$ cat src/rtl/mrlaggy_pkg.sv
// Shared types and constants for the hps_io ROM download path.
package mrlaggy_pkg;

    typedef enum logic [1:0] {
        IDLE = 2'd0,
        LO   = 2'd1,
        HI   = 2'd2
    } state_t;

    localparam int unsigned IOCTL_AW  = 27;
    localparam int unsigned IOCTL_DW  = 16;
    localparam int unsigned ROM_INDEX = 0;

endpackage

$ cat src/rtl/ioctl_rom_loader.sv
// Splits 16-bit hps_io download words into little-endian ROM byte writes with backpressure.
// Optional additive byte checksum enabled by defining LOADER_CHECKSUM_EN.
module ioctl_rom_loader
    import mrlaggy_pkg::*;
#(
    parameter int unsigned AW    = 14,
    parameter int unsigned INDEX = ROM_INDEX
) (
    input  logic                clk,
    input  logic                reset,
    input  logic                ioctl_download,
    input  logic                ioctl_wr,
    input  logic [15:0]         ioctl_index,
    input  logic [IOCTL_AW-1:0] ioctl_addr,
    input  logic [IOCTL_DW-1:0] ioctl_dout,
    output logic                ioctl_wait,
    output logic [AW-1:0]       mem_addr,
    output logic [7:0]          mem_data,
    output logic                mem_we,
    input  logic                mem_ready,
    output logic                busy,
    output logic                done,
    output logic [IOCTL_AW-1:0] size,
    output logic                err,
    output logic [15:0]         checksum
);

    state_t              state_q, state_d;
    logic [IOCTL_AW-1:0] addr_q, addr_d;
    logic [IOCTL_DW-1:0] dout_q, dout_d;
    logic                oor_q, oor_d;
    logic                pending_q, pending_d;
    logic                match_q;

    logic                wait_d, mem_we_d, busy_d, done_d, err_d;
    logic [AW-1:0]       mem_addr_d;
    logic [7:0]          mem_data_d;
    logic [IOCTL_AW-1:0] size_d;

    logic                idx_ok, match, start, fall, accept, byte_ack;
    logic [IOCTL_AW-1:0] end_addr;
    logic                unused_index;

    assign idx_ok   = (ioctl_index[5:0] == 6'(INDEX));
    assign match    = ioctl_download & idx_ok;
    assign start    = match & ~match_q;
    assign fall     = match_q & ~match;
    // A strobe coinciding with the download fall still belongs to this load.
    assign accept   = (state_q == IDLE) & ioctl_wr & (match | (match_q & idx_ok));
    assign byte_ack = mem_ready | oor_q;
    assign end_addr = addr_q + IOCTL_AW'(2);
    assign unused_index = ^ioctl_index[15:6];

    // Next-state and registered-output logic.
    always_comb begin
        state_d    = state_q;
        addr_d     = addr_q;
        dout_d     = dout_q;
        oor_d      = oor_q;
        pending_d  = pending_q;
        wait_d     = ioctl_wait;
        busy_d     = busy;
        done_d     = 1'b0;
        err_d      = err;
        size_d     = size;
        mem_we_d   = 1'b0;
        mem_addr_d = '0;
        mem_data_d = '0;

        if (start) begin
            size_d = '0;
            err_d  = 1'b0;
            busy_d = 1'b1;
        end

        case (state_q)
            IDLE: begin
                if (accept) begin
                    addr_d  = ioctl_addr;
                    dout_d  = ioctl_dout;
                    oor_d   = (ioctl_addr >> AW) != '0;
                    wait_d  = 1'b1;
                    state_d = LO;
                    if (oor_d) err_d = 1'b1;
                end
            end
            LO: begin
                if (ioctl_wr & match) err_d = 1'b1;
                if (byte_ack) state_d = HI;
            end
            HI: begin
                if (ioctl_wr & match) err_d = 1'b1;
                if (byte_ack) begin
                    state_d = IDLE;
                    wait_d  = 1'b0;
                    if (!oor_q && (end_addr > size_d)) size_d = end_addr;
                end
            end
            default: state_d = IDLE;
        endcase

        // Completion waits until the FSM is idle again so in-flight bytes are never cut off.
        if (state_q == IDLE) begin
            if ((fall && !accept) || pending_q) begin
                done_d    = 1'b1;
                busy_d    = 1'b0;
                pending_d = 1'b0;
            end else if (fall) begin
                pending_d = 1'b1;
            end
        end else if (fall) begin
            pending_d = 1'b1;
        end

        case (state_d)
            LO: begin
                mem_we_d   = ~oor_d;
                mem_addr_d = addr_d[AW-1:0];
                mem_data_d = dout_d[7:0];
            end
            HI: begin
                mem_we_d   = ~oor_d;
                mem_addr_d = addr_d[AW-1:0] + AW'(1);
                mem_data_d = dout_d[15:8];
            end
            default: ;
        endcase
    end

    always_ff @(posedge clk) begin
        if (reset) begin
            state_q    <= IDLE;
            addr_q     <= '0;
            dout_q     <= '0;
            oor_q      <= 1'b0;
            pending_q  <= 1'b0;
            match_q    <= 1'b0;
            ioctl_wait <= 1'b0;
            mem_we     <= 1'b0;
            mem_addr   <= '0;
            mem_data   <= '0;
            busy       <= 1'b0;
            done       <= 1'b0;
            err        <= 1'b0;
            size       <= '0;
        end else begin
            state_q    <= state_d;
            addr_q     <= addr_d;
            dout_q     <= dout_d;
            oor_q      <= oor_d;
            pending_q  <= pending_d;
            match_q    <= match;
            ioctl_wait <= wait_d;
            mem_we     <= mem_we_d;
            mem_addr   <= mem_addr_d;
            mem_data   <= mem_data_d;
            busy       <= busy_d;
            done       <= done_d;
            err        <= err_d;
            size       <= size_d;
        end
    end

`ifdef LOADER_CHECKSUM_EN
    logic [15:0] checksum_d;

    // Sum of every byte the ROM actually accepted in this load.
    always_comb begin
        checksum_d = start ? 16'd0 : checksum;
        if (mem_we & mem_ready) checksum_d = checksum_d + 16'(mem_data);
    end

    always_ff @(posedge clk) begin
        if (reset) checksum <= '0;
        else       checksum <= checksum_d;
    end
`else
    assign checksum = 16'd0;
`endif

endmodule

$ cat config.mk
export PLATFORM = sky130hd
export DESIGN_NAME = ioctl_rom_loader
export DESIGN_NICKNAME = d
export VERILOG_FILES = /design/src/rtl/mrlaggy_pkg.sv /design/src/rtl/ioctl_rom_loader.sv
export SDC_FILE = /design/constraint.sdc
export NUM_CORES = 1
export LEC_CHECK = 0
export ABC_CLOCK_PERIOD_IN_PS = 4200
export CAP_MARGIN = 10
export CORE_MARGIN = 2
export CORE_UTILIZATION = 52
export CTS_BUF_LIST = sky130_fd_sc_hd__clkbuf_8
export DETAILED_ROUTE_END_ITERATION = 8
export HOLD_SLACK_MARGIN = 0.12
export PLACE_DENSITY_LB_ADDON = 0.25
export REMOVE_ABC_BUFFERS = 1
export SYNTH_ARGS = -nofsm -noshare
export SYNTH_HDL_FRONTEND = slang
export SYNTH_SLANG_ARGS = --single-unit
$ cat constraint.sdc
create_clock -name clk -period 4.2 [get_ports clk]
set_clock_uncertainty 0.1 [all_clocks]
set_input_delay 0.84 -clock clk [delete_from_list [all_inputs] [get_ports clk]]
set_output_delay 0.84 -clock clk [all_outputs]
set_load 0.02 [all_outputs]
==> flow_summary.yaml <==
run_status:
  outcome: "completed"
power_and_ir_drop:
  seqPwrFrac_pct: 53.3
  p_leak_nw: 2.91
  p_per_area_nw_per_um2: 253
  power_frac_clock_pct: 39.5
  p_switching_uw: 424
  vdd_drop_max_mv: 0.186
  p_int_mw: 1.40
  switching_share_pct: 23.2
  finalPower_mw: 1.82
  combPwrFrac_pct: 7.2
placement:
  placed_area_um2: 6960
  place_ws_ps: -40.2
  portBuffers: 107
  placedCellCount: 917
  hpwl_um: 10900
  globalplace.congestion: 0.913
setup_path:
  critPathKind: "register to register"
  cp-start-kind: "register"
  r2r_setup_slack_ps: 290
  slowest_delay_ps: 490
  r2r_start: "addr_q[8]"
  end_kind: "register"
  path_cells: "and4_1 -> nand4_4 -> nor4_1 -> xor2_1 -> ha_1 -> nand4_1 -> nor4_2 -> o21ai_1 -> o2111a_1 -> buf_4 -> nor3_1 -> a211oi_2"
  cp.arrival_ps: 4080
  cp.required_ps: 4380
  r2r-end: "size[12]"
  cp_max_fo: 12
  critPathSlowestCell: "dfxtp_1"
  r2r_cells: 12
hold_path:
  hp-start: "dout_q[3]"
  holdPathStages: 2
  hp-class: "register to register"
  hold_path_end: "dout_q[3]"
logic_synthesis:
  yosysSeqAreaShare_pct: 35.5
  synthTopCellsByArea: "dfxtp_1, nand2_1, ha_1"
  netlist.area_leader.share_pct: 35.5
  synth-async-reset-ratio_pct: 0
  synth_edf_count: 0
  synth_seq_cells: 102
  yosys.area.top_type: "dfxtp_1"
  synthesis.area_um2: 5760
  ys.flop_type: "dfxtp_1"
  synth_warnings: 0
  syn_avg_cell_area_um2: 8.41
  synth_cell_types: 59
  syn_inst: 685
timing:
  setup_viol: 0
  hold_viol: 0
  final_max_slew_viol_count: 0
  setup_tns_ps: 0
  rsz0062_at_grt: "false"
  relSlewSlack_pct: 51.7
  finalWorstSetupSlack_ps: 295
  worst_slew_pin_slew_ps: 725
  whs_ps: 373
  fin_crit_ps: 3910
  finalCritPeriodShare_pct: 93.0
  max_freq_mhz: 256
drt:
  drt-wirelength-per-cell_um: 15.8
  antenna_left: 0
  wl_um: 14700
  via_per_inst: 5.67
  drt_pass1_iterations: 4
  route.vias.total: 5287
  drt_iter0_markers: 313
  drc: 0
die:
  fp.dieW_um: 109
  dieArea_um2: 11900
  start_util_pct: 53.1
  ios: 134
  core-area_um2: 10800
  die_h_um: 109
  rows: 38
grt:
  grt-ovfl-total: 0
  grt_pass1_wl_um: 24000
  grt_max_degree: 56
  grt_usage_pct: 25.6
  antenna_found_initial: 0
  grt_pass1_vias: 5106
cts:
  cts-hold-fix-buffers: 0
  cts.sinks: 102
  tritoncts: "yes"
  htree_levels: 3
  ctsLongestPathBuffers: 2
  cts_made_buffers: 9
  post_cts_buffers: 0
  clock_tree.root_cell: "clkbuf_8"
  path_clk_slew_ps: 100
  cts_resized: 0
  clock_latency_ps: 400
final_layout:
  final_cells: 933
  syn_to_final_growth_pct: 24.9
  post-route-util_pct: 66.4
  nNetsFinal: 887
  fin_area_um2: 7190
  final_layout_size_suffix_gt1_share_pct: 10.1
  diodes: 0
flow_run:
  drv_cap: 0
==> state kept, by name (all words and copies together) (netlist names), 2 cells and up <==
signal / cells
mem_data: 8
addr_q: 27
size: 27
state_q: 2
mem_addr: 14
dout_q: 16
==> cells in the final DEF (no fill, tap or decap), types with 5 or more instances in the layout <==
cell / Yosys / final
o31ai_1: 9 / 9
ha_1: 35 / 35
buf_4: 19 / 26
mux2i_1: 15 / 15
a21oi_1: 49 / 49
and4_1: 6 / 6
nand2b_1: 5 / 5
nor3_1: 23 / 23
and2_1: 8 / 8
nand4_1: 21 / 21
a211oi_2: 14 / 14
nor2_1: 45 / 45
xor2_1: 10 / 10
conb_1: 1 / 16
o22ai_1: 7 / 7
dfxtp_1: 102 / 102
nand3_1: 15 / 14
inv_1: 12 / 12
and3_1: 13 / 13
clkdlybuf4s50_1: 0 / 106
xnor2_1: 21 / 21
a22oi_1: 9 / 9
nand2_1: 130 / 130
o21ai_0: 17 / 17
a211oi_1: 9 / 9
clkbuf_8: 0 / 11
==> worst max path at each step <==
stage | start | endpoint | slack [ps]
4_1_cts | addr_q[8] | size[20] | 330
2_1_floorplan | ioctl_index[1] | size[23] | 60
5_1_grt | addr_q[8] | size[2] | 40
6_report | addr_q[8] | size[12] | 290
3_5_place_dp | ioctl_index[1] | size[4] | -40
3_3_place_gp | ioctl_index[1] | size[20] | 90
==> logic make-up after synthesis <==
kind of cell / Yosys count / synth area share, %
xor+xnor: 34 / 5.56
buf+inv: 70 / 6.58
compound gates: 137 / 16.6
fa+ha+maj: 35 / 7.61
flops: 102 / 35.5
other cells: 1 / 0.0651
mux: 18 / 3.24
simple gates: 288 / 24.9
==> layer usage <==
layer / share of wire, % / track usage, % / vias to the layer above
li1: - / - / 2599
met1: 42 / 30.7 / 2464
met2: 49 / 43.5 / 195
met3: 7.5 / 6.63 / 29
met4: 2.3 / 10.7 / 0
met5: 0 / 0 / -
==> Yosys cell counts (10+ instances only) <==
master and n:
buf_4 19, buf_2 17, nand4_1 21, nor2_1 45
dfxtp_1 102, mux2i_1 15, xor2_1 10, nand3_1 15
nand2_1 130, o21ai_0 17, nor3_1 23, clkbuf_1 18
a21oi_1 49, ha_1 35, a211oi_2 14, and3_1 13
inv_1 12, xnor2_1 21
==> cell type report <==
type | instances | area, um^2
clock buffers | 11 | 151
clock inverters | 5 | 81.3
fillers | 929 | 3650
inverters | 12 | 45.0
multi-input cells | 528 | 3400
flip-flops and latches | 102 | 2040
well taps | 140 | 175
repair buffers | 135 | 1300
==> worst max-delay path, delay by kind of cell, from the launching register on <==
family	cells	cell delay (ps)
xor+xnor	1	160
fa+ha+maj	1	350
buf+inv	1	200
compound gates	3	500
flops	1	490
simple gates	6	1980
==> power by group through the flow <==
stage          Clock, mW  Sequential [mW]  Combinational, mW
3_3_place_gp           0            0.993              0.127
2_1_floorplan          0            0.995             0.0383
4_1_cts            0.735            0.971              0.129
3_5_place_dp           0            0.994              0.129
6_report           0.721            0.971              0.131
5_1_grt            0.770            0.972              0.139
(Power assumes the default switching activity.)
